File: config.mk
export PLATFORM = sky130hd
export DESIGN_NAME = grn_attractor_ctrl
export DESIGN_NICKNAME = d
export VERILOG_FILES = /design/src/rtl/grn_ctrl_pkg.sv /design/src/rtl/grn_init_iter.sv /design/src/rtl/grn_attractor_ctrl.sv
export SDC_FILE = /design/constraint.sdc
export NUM_CORES = 1
export LEC_CHECK = 0
export ABC_AREA = 1
export BUFFER_PORTS_ARGS = -buffer_cell sky130_fd_sc_hd__buf_4
export CORE_MARGIN = 2
export CORE_UTILIZATION = 25
export DETAILED_ROUTE_END_ITERATION = 12
export GPL_TIMING_DRIVEN = 0
export MAX_ROUTING_LAYER = met4
export PLACE_DENSITY = 0.43
export SLEW_MARGIN = 5
export SYNTH_ARGS = -nofsm -noshare
export SYNTH_HDL_FRONTEND = slang
export SYNTH_HIERARCHICAL = 1
export SYNTH_SLANG_ARGS = --single-unit
File: constraint.sdc
create_clock -name clk -period 2.15 [get_ports clk]
set_input_delay 0.43 -clock clk [delete_from_list [all_inputs] [get_ports clk]]
set_output_delay 0.43 -clock clk [all_outputs]
set_load 0.005 [all_outputs]
File: src/rtl/grn_ctrl_pkg.sv
// Shared types and default widths for the GRN attractor sequencer.
package grn_ctrl_pkg;

    localparam int DEF_N_NODES = 8;
    localparam int DEF_CNT_W   = 16;

    typedef enum logic [2:0] {
        IDLE  = 3'd0,
        LOAD  = 3'd1,
        STEP  = 3'd2,
        CHECK = 3'd3,
        EMIT  = 3'd4
    } state_t;

endpackage

File: src/rtl/grn_init_iter.sv
// Walks the initial-state range: holds the current state and the captured
// last state, increments modulo 2^N_NODES and flags the final entry.
module grn_init_iter
    import grn_ctrl_pkg::*;
#(
    parameter int N_NODES = DEF_N_NODES
) (
    input  logic               clk,
    input  logic               rst,
    input  logic               load,
    input  logic [N_NODES-1:0] init_first,
    input  logic [N_NODES-1:0] init_last,
    input  logic               advance,
    output logic [N_NODES-1:0] cur,
    output logic               is_last
);

    logic [N_NODES-1:0] last_q;

    // Capture the range on load; otherwise step cur, wrapping naturally.
    always_ff @(posedge clk) begin
        if (rst) begin
            cur    <= '0;
            last_q <= '0;
        end else if (load) begin
            cur    <= init_first;
            last_q <= init_last;
        end else if (advance) begin
            cur    <= cur + 1'b1;
        end
    end

    // Equality is the only stop condition, so a descending range wraps through zero.
    assign is_last = (cur == last_q);

endmodule

File: src/rtl/grn_attractor_ctrl.sv
// Sweeps initial network states, steps tortoise/hare node copies until they
// coincide or the step limit expires, and reports each outcome on a
// valid/ready result port.
module grn_attractor_ctrl
    import grn_ctrl_pkg::*;
#(
    parameter int N_NODES   = DEF_N_NODES,
    parameter int CNT_W     = DEF_CNT_W,
    parameter int MAX_STEPS = 1000
) (
    input  logic               clk,
    input  logic               rst,
    input  logic               start,
    input  logic [N_NODES-1:0] init_first,
    input  logic [N_NODES-1:0] init_last,
    output logic [N_NODES-1:0] reset_nos,
    output logic [N_NODES-1:0] start_s0,
    output logic [N_NODES-1:0] start_s1,
    output logic [N_NODES-1:0] init_state,
    input  logic [N_NODES-1:0] s0_vec,
    input  logic [N_NODES-1:0] s1_vec,
    output logic               res_valid,
    input  logic               res_ready,
    output logic [N_NODES-1:0] res_init,
    output logic [CNT_W-1:0]   res_steps,
    output logic               res_timeout,
    output logic               busy,
    output logic               done
);

    localparam logic [CNT_W-1:0] MAX_Q = CNT_W'(MAX_STEPS);

    state_t             state;
    logic [CNT_W-1:0]   steps;
    logic [N_NODES-1:0] cur;
    logic               is_last;
    logic               load_range;
    logic               advance;

    assign load_range = (state == IDLE) && start;
    assign advance    = (state == EMIT) && res_ready && !is_last;

    grn_init_iter #(.N_NODES(N_NODES)) u_iter (
        .clk        (clk),
        .rst        (rst),
        .load       (load_range),
        .init_first (init_first),
        .init_last  (init_last),
        .advance    (advance),
        .cur        (cur),
        .is_last    (is_last)
    );

    // The load strobe is registered, and cur already holds the state being
    // loaded during LOAD, so gating cur with it gives a one-cycle init_state.
    assign init_state = reset_nos[0] ? cur : '0;

    // Sequencer FSM; every strobe and result field is registered on the
    // transition into the state that presents it.
    always_ff @(posedge clk) begin
        if (rst) begin
            state       <= IDLE;
            steps       <= '0;
            reset_nos   <= '0;
            start_s0    <= '0;
            start_s1    <= '0;
            res_valid   <= 1'b0;
            res_init    <= '0;
            res_steps   <= '0;
            res_timeout <= 1'b0;
            busy        <= 1'b0;
            done        <= 1'b0;
        end else begin
            reset_nos <= '0;
            start_s0  <= '0;
            start_s1  <= '0;
            done      <= 1'b0;
            case (state)
                IDLE: begin
                    if (start) begin
                        state     <= LOAD;
                        reset_nos <= '1;
                        busy      <= 1'b1;
                    end
                end
                LOAD: begin
                    steps    <= '0;
                    state    <= STEP;
                    start_s0 <= '1;
                    start_s1 <= '1;
                end
                STEP: begin
                    steps <= steps + 1'b1;
                    state <= CHECK;
                end
                CHECK: begin
                    // A match wins over the limit when both hold in one cycle.
                    if (s0_vec == s1_vec) begin
                        res_valid   <= 1'b1;
                        res_init    <= cur;
                        res_steps   <= steps;
                        res_timeout <= 1'b0;
                        state       <= EMIT;
                    end else if (steps == MAX_Q) begin
                        res_valid   <= 1'b1;
                        res_init    <= cur;
                        res_steps   <= steps;
                        res_timeout <= 1'b1;
                        state       <= EMIT;
                    end else begin
                        state    <= STEP;
                        start_s0 <= '1;
                        start_s1 <= '1;
                    end
                end
                EMIT: begin
                    if (res_ready) begin
                        res_valid <= 1'b0;
                        if (is_last) begin
                            done  <= 1'b1;
                            busy  <= 1'b0;
                            state <= IDLE;
                        end else begin
                            reset_nos <= '1;
                            state     <= LOAD;
                        end
                    end
                end
                default: begin
                    state <= IDLE;
                    busy  <= 1'b0;
                end
            endcase
        end
    end

endmodule

==> metrics.md, run 1 <==
| Metric | Value |
|---|---|
| Synth area leaders | `dfxtp_1, nand2_1, inv_1` |
| Detailed-route via count | `3504` |
| Seq/Total Area, Yosys | `36.7%` |
| Slew Limit Headroom | `53.2%` |
| First-pass GRT wire length | `16.3 mm` |
| Grt total ovfl | `0` |
| Syn Nets | `558` |
| Gpl congestion | `0.832` |
| Drt pass-1 iters | `4` |
| Clk sinks | `65` |
| Post-route setup slack | `0.240 ns` |
| CTS tree | `done` |
| Vias in the first global route | `3447` |
| Commonest non-fill, non-tap cell in the layout | `buf_4` |
| Die Area | `0.0151 mm^2` |
| Num ports | `96` |
| Pwr dens | `753 mW/mm^2` |
| Area added between synthesis and finish | `34.4%` |
| First DRT Iteration DRCs | `148` |
| Final worst path period share | `88.8%` |
| Yosys warns | `6` |
| Standard-cell rows | `43` |
| Fin. Hold Viols | `0` |
| Max Cap Viol | `0` |
| Critical path fanouts, max | `7` |
| Fin cells | `809` |
| Crit end category | `flop` |
| Status | `finished, final reports clean` |
| Max Slew Vio Count | `0` |
| DR WL met3 | `439 um` |
| Register area | `0.00130 mm^2` |
| HP Class | `in2reg` |
| Period minus WS final | `1.91 ns` |
| Top-area cell type share of the netlist area | `36.7%` |
| Ys flop type | `dfxtp_1` |
| Setup TNS | `0 ns` |
| Clock Tree Root | `clkbuf_16` |
| Post-Syn Instances | `519` |
| Achievable Freq | `0.524 GHz` |
| Total global-route track usage | `14.1%` |
| Leakage | `0.00219 uW` |
| Mean Syn Cell Area | `6.83 um^2` |
| Clk_lat worst skew | `0.33 ns` |
| Combinational share of power | `22.3%` |
| Syn Std Cell Area | `0.00354 mm^2` |
| Slowest Stage Delay on Critical Path | `0.47 ns` |
| Antenna Nets Post-Route | `0` |
| Hold slack | `0.321 ns` |
| Layout cells sized above 1 | `28.5%` |
| Commonest non-fill, non-tap cells in the layout | `buf_4, nand2_1, dfxtp_1, inv_1, nor2_1` |
| WL met1 | `4.36 mm` |
| Starting density of the core | `25.5%` |
| Clock power frac | `39.2%` |
| CP max-delay cell | `dfxtp_1` |
| Yosys top cell by area | `dfxtp_1` |
| Largest net degree at the start of global routing | `17` |
| Nets | `664` |
| TritonCTS Buffers | `9` |
| Core footprint | `0.0139 mm^2` |
| Vias/cell | `4.33` |
| Ant diodes | `0` |
| DRC | `0` |
| Crit path DAT | `2.17 ns` |
| Net Sw Frac | `29.0%` |
| Yosys reg bits | `65` |
| Die width | `123 um` |
| RSZ-0062 raised after global routing | `no` |
| Filler cells | `1577` |
| WL met2 | `5.01 mm` |
| Post-synth EDFFs | `0` |
| Clock buffer depth | `2` |
| Crit Path Category | `reg2reg` |
| H-tree depth | `3` |
| Clk pin slew, worst setup/hold paths | `0.05 ns` |
| Internal power | `2550 uW` |
| Worst setup SP type | `flop` |
| Clock skew | `0.00767 ns` |
| Setup WS pre-CTS | `0.267 ns` |
| Chip height | `123 um` |
| Setup bufs post-CTS | `0` |
| Ys async rst share | `0%` |
| Psw | `1040 uW` |
| Drt wl/cell | `12.2 um` |
| Cells after DPL | `794` |
| Fin util | `34.3%` |
| I/O Buffers | `95` |
| Worst IR drop on VDD | `354 uV` |
| Seq pwr share | `38.5%` |
| Worst EP required | `2.41 ns` |
| CP cell instances | `inv_1 -> nand2_1 -> nand4_1 -> nor3_1 -> nor2_1 -> nor2_2 -> a22oi_1 -> a21oi_1` |
| Setup Viol. Count Final | `0` |
| DRT Wirelength | `9.91 mm` |
| Least-Margin Pin Slew | `0.699 ns` |
| Initial antenna violation count | `0` |
| Yosys cell types | `37` |
| Multi-input gate area | `0.00170 mm^2` |
| Top Layer Used | `met4` |
| Hpwl dp | `7.74 mm` |
kinds of logic (layout without fill, tap and decap cells):
group / after synthesis / in the layout / synth area share [%]
AOI/OAI and AO/OA: 84 / 84 / 13.9
adders and majority gates: 3 / 3 / 1.06
and+or+nand+nor: 247 / 247 / 30.5
buffers and inverters: 110 / 220 / 15.3
xor gates and xnor gates: 10 / 10 / 2.47
DFF: 65 / 65 / 36.7
what timing repair did:
action | in CTS | in global routing
endpoints found under the setup margin | 0 | 1
gates resized for setup | 0 | 1
endpoints found under the hold margin | 0 | 0
hold buffers | 0 | 0
final cells by class:
class	count	area share, %
flip-flops and latches	65	27.4
clock buffers	11	4.89
multi-input cells	344	35.7
well taps	180	4.73
clock inverters	4	0.946
repair buffers	95	15.0
plain buffers	42	6.02
inverters	68	5.36
critical path: cells and delay by family, from the launching register on:
kind	cells	cell delay (ns)
AND/OR/NAND/NOR	5	0.89
flip-flops	1	0.47
AO/OA/AOI/OAI	2	0.34
buffers and inverters	1	0.15
cell usage after synthesis, types with 4 or more instances:
library cell and number:
o21ai_0 11, buf_4 25, clkbuf_1 6, nor2_1 58, nand2_1 117, nand3_1 38
a21oi_2 11, o21ai_1 11, a22oi_1 5, dfxtp_1 65, xnor2_1 5, buf_2 9
nor2_2 7, inv_1 60, a21oi_1 38, nor3_1 7, inv_2 7, nand2_2 4
nand4_1 6, xor2_1 5
power by group through the flow:
stage	combinational, uW	sequential [uW]	clock [uW]
after global placement	799	1410	0
after floorplan	492	1380	0
final	799	1380	1410
after detailed placement	805	1410	0
after global routing	903	1400	1490
after CTS	809	1380	1450
final timing paths:
kind                                            startpoint                            end  slack [ns]  cells after the start
worst max-delay path            u_iter/cur[3]$_SDFFE_PP0P_     u_iter/cur[7]$_SDFFE_PP0P_        0.24                      8
worst min-delay path                          init_last[1]  u_iter/last_q[1]$_SDFFE_PP0P_        0.32                      3
worst max register to register  u_iter/cur[3]$_SDFFE_PP0P_     u_iter/cur[7]$_SDFFE_PP0P_        0.24                      8
worst min register to register      res_valid$_SDFFE_PP0P_         res_valid$_SDFFE_PP0P_        0.45                      2
flip-flops by register name, summed over array words and instances, names as in the netlist:
register	cells
busy	1
done	1
res_init	8
res_steps	16
res_timeout	1
res_valid	1
reset_nos	1
start_s1	1
state	3
steps	16
u_iter/cur	8
u_iter/last_q	8
stage by stage:
step | area (um^2) | power, uW
floorplan | 3540 | 1870
global placement | 4480 | 2210
detailed placement | 4480 | 2210
CTS | 4760 | 3640
global route | 4760 | 3790
finish | 4760 | 3590
routing by layer:
metal / up-vias / global-route usage (%)
li1: 1849 / -
met1: 1566 / 16.2
met2: 81 / 25.1
met3: 8 / 3.00
met4: 0 / 3.41
met5: - / -
(Power assumes the default switching activity.)
==> run 2: changes to the inputs <==
==> constraint.sdc (replaced) <==
create_clock -name clk -period 1.95 [get_ports clk]
set_input_delay 0.39 -clock clk [delete_from_list [all_inputs] [get_ports clk]]
set_output_delay 0.39 -clock clk [all_outputs]
set_load 0.01 [all_outputs]
==> run 2 against run 1 <==
  * Worst setup slack got worse by 0.044 ns
  * Non-clock buffer count unchanged
  * Worst hold slack got worse by 0.041 ns
  * Maximum frequency increased by 8.9%
  * Combinational power increased by 17%
  * Critical path type unchanged
==> metrics.md, run 2 (synthesis gave the netlist of run 1 again) <==
| Metric | Value |
|---|---|
| Layout cells sized above 1 | `29.3%` |
| Worst-case reg-to-reg path depth | `11` |
| Crit path from | `u_iter/cur[3]$_SDFFE_PP0P_` |
| Achievable Freq | `0.570 GHz` |
| CTS tree | `done` |
| Drt pass-1 iters | `4` |
| Core footprint | `0.0139 mm^2` |
| Antenna Nets Post-Route | `0` |
| Setup Viol. Count Final | `0` |
| Filler cells | `1581` |
| Max Cap Viol | `0` |
| Fin. Hold Viols | `0` |
| Critical path depth | `11` |
| WP buf/inv | `3` |
| Period minus WS final | `1.75 ns` |
| Crit path to | `u_iter/cur[1]$_SDFFE_PP0P_` |
| Grt total ovfl | `0` |
| Hpwl dp | `7.74 mm` |
| DRC | `0` |
| Chip height | `123 um` |
| Crit end category | `flop` |
| H-tree depth | `3` |
| Max Slew Vio Count | `0` |
| Vias in the first global route | `3447` |
| Status | `finished, final reports clean` |
| Commonest non-fill, non-tap cells in the layout | `buf_4, nand2_1, dfxtp_1, inv_1, nor2_1` |
| Nets | `664` |
| Resize count post-CTS | `0` |
| Slew Limit Headroom | `61.2%` |
| Total global-route track usage | `14.1%` |
| Worst r2r src | `u_iter/cur[3]$_SDFFE_PP0P_` |
| Drt wl/cell | `12.2 um` |
| Detailed-route via count | `3500` |
| HP Class | `in2reg` |
| Critical path fanouts, max | `6` |
| CP cell instances | `inv_1 -> nand2_1 -> nand4_1 -> nor3_2 -> nor2_2 -> nand2_1 -> inv_2 -> nand2_1 -> nand3_1 -> nand2_1 -> inv_1` |
| Gpl congestion | `0.832` |
| Reg-to-Reg End | `u_iter/cur[1]$_SDFFE_PP0P_` |
| Crit Path Category | `reg2reg` |
| Final worst path period share | `89.9%` |
| Crit path top cell by count | `nand2_1` |
| Worst IR drop on VDD | `394 uV` |
| Die width | `123 um` |
| Num ports | `96` |
| Crit path DAT | `1.98 ns` |
| Hold slack | `0.281 ns` |
| Worst setup SP type | `flop` |
| Post-route setup slack | `0.196 ns` |
| Clk_lat worst skew | `0.33 ns` |
| First-pass GRT wire length | `16.3 mm` |
| Biggest regs | `res_steps: 16 flops, steps: 16 flops` |
| Die Area | `0.0151 mm^2` |
| Pwr dens | `839 mW/mm^2` |
| Initial antenna violation count | `0` |
| Largest net degree at the start of global routing | `17` |
| Setup WS pre-CTS | `0.0674 ns` |
| Clk pin slew, worst setup/hold paths | `0.05 ns` |
| Ant diodes | `0` |
| Clock buffer depth | `2` |
| Starting density of the core | `25.5%` |
| Vias/cell | `4.33` |
| Setup TNS | `0 ns` |
| DRT Wirelength | `9.89 mm` |
| Least-Margin Pin Slew | `0.583 ns` |
| Hold Buf Count CTS | `0` |
| Leakage | `0.00220 uW` |
| CP max-delay cell | `dfxtp_1` |
| Clock Tree Root | `clkbuf_16` |
| First DRT Iteration DRCs | `132` |
| RSZ-0062 raised after global routing | `no` |
| Commonest non-fill, non-tap cell in the layout | `buf_4` |
| Clock skew | `0.00709 ns` |
| Area added between synthesis and finish | `34.9%` |
| Crit path max-delay family | `simple AND/OR/NAND/NOR gates` |
| TritonCTS Buffers | `9` |
| Setup bufs post-CTS | `0` |
| Worst EP required | `2.18 ns` |
| Standard-cell rows | `43` |
| Clk sinks | `65` |
| Setup slack on the worst flop-to-flop path | `0.20 ns` |
| I/O Buffers | `95` |
| Slowest Stage Delay on Critical Path | `0.47 ns` |
run 2: changes by cell type in the layout (fill, tap and decap cells not counted):
cell / change
clkbuf_1: -1
clkbuf_2: +1
dfxtp_1: -1
dfxtp_2: +1
nor2_1: -2
nor2_2: +1
nor2_4: +1
nor3_1: -1
nor3_2: +1
run 2: through the flow:
step | cell area [um^2] | total power [uW] | std cells | utilization, %
after CTS | 4760 | 4050 | 809 | 34.3
after floorplan | 3540 | 2100 | 519 | -
final | 4780 | 4010 | 809 | 34.4
after detailed placement | 4480 | 2480 | 794 | 32.3
after global routing | 4780 | 4240 | 809 | 34.4
after global placement | 4480 | 2470 | 794 | 32.3
run 2: layout make-up:
cell class | count | area, um^2 | share of cell area (%)
sequential | 65 | 1300 | 27.3
clock inverter | 4 | 45.0 | 0.943
buffer | 42 | 288 | 6.02
timing repair buffer | 95 | 713 | 14.9
inverter | 68 | 255 | 5.34
clock buffer | 11 | 233 | 4.87
tap | 180 | 225 | 4.71
multi-input combinational | 344 | 1720 | 35.9
run 2: routing by layer:
metal	vias to the layer above	share of wire, %	GRT usage (%)
li1	1853	-	-
met1	1566	44	16.2
met2	73	51	25.1
met3	8	4.2	3.00
met4	0	1.0	3.41
met5	-	0	-
run 2: worst register-to-register path, stage by stage (launching register included):
cell and delay [ns]:
dfxtp_1 0.47, inv_1 0.15, nand2_1 0.09, nand4_1 0.11
nor3_2 0.25, nor2_2 0.11, nand2_1 0.15, inv_2 0.08
nand2_1 0.07, nand3_1 0.06, nand2_1 0.07, inv_1 0.04
run 2: worst min-delay path by stage:
stage,to,cells past startpoint,from
finish,u_iter/last_q[1]$_SDFFE_PP0P_,3,init_last[1]
global route,u_iter/last_q[1]$_SDFFE_PP0P_,3,init_last[1]
detailed placement,res_valid$_SDFFE_PP0P_,2,res_valid$_SDFFE_PP0P_
floorplan,steps[13]$_SDFFE_PP0P_,2,steps[13]$_SDFFE_PP0P_
global placement,res_valid$_SDFFE_PP0P_,2,res_valid$_SDFFE_PP0P_
CTS,u_iter/last_q[4]$_SDFFE_PP0P_,3,init_last[4]
run 2: power by group:
part | total, uW | switching, uW | internal [uW]
clock | 1550 | 574 | 975
combinational | 935 | 507 | 428
sequential | 1520 | 108 | 1410
total | 4010 | 1190 | 2820
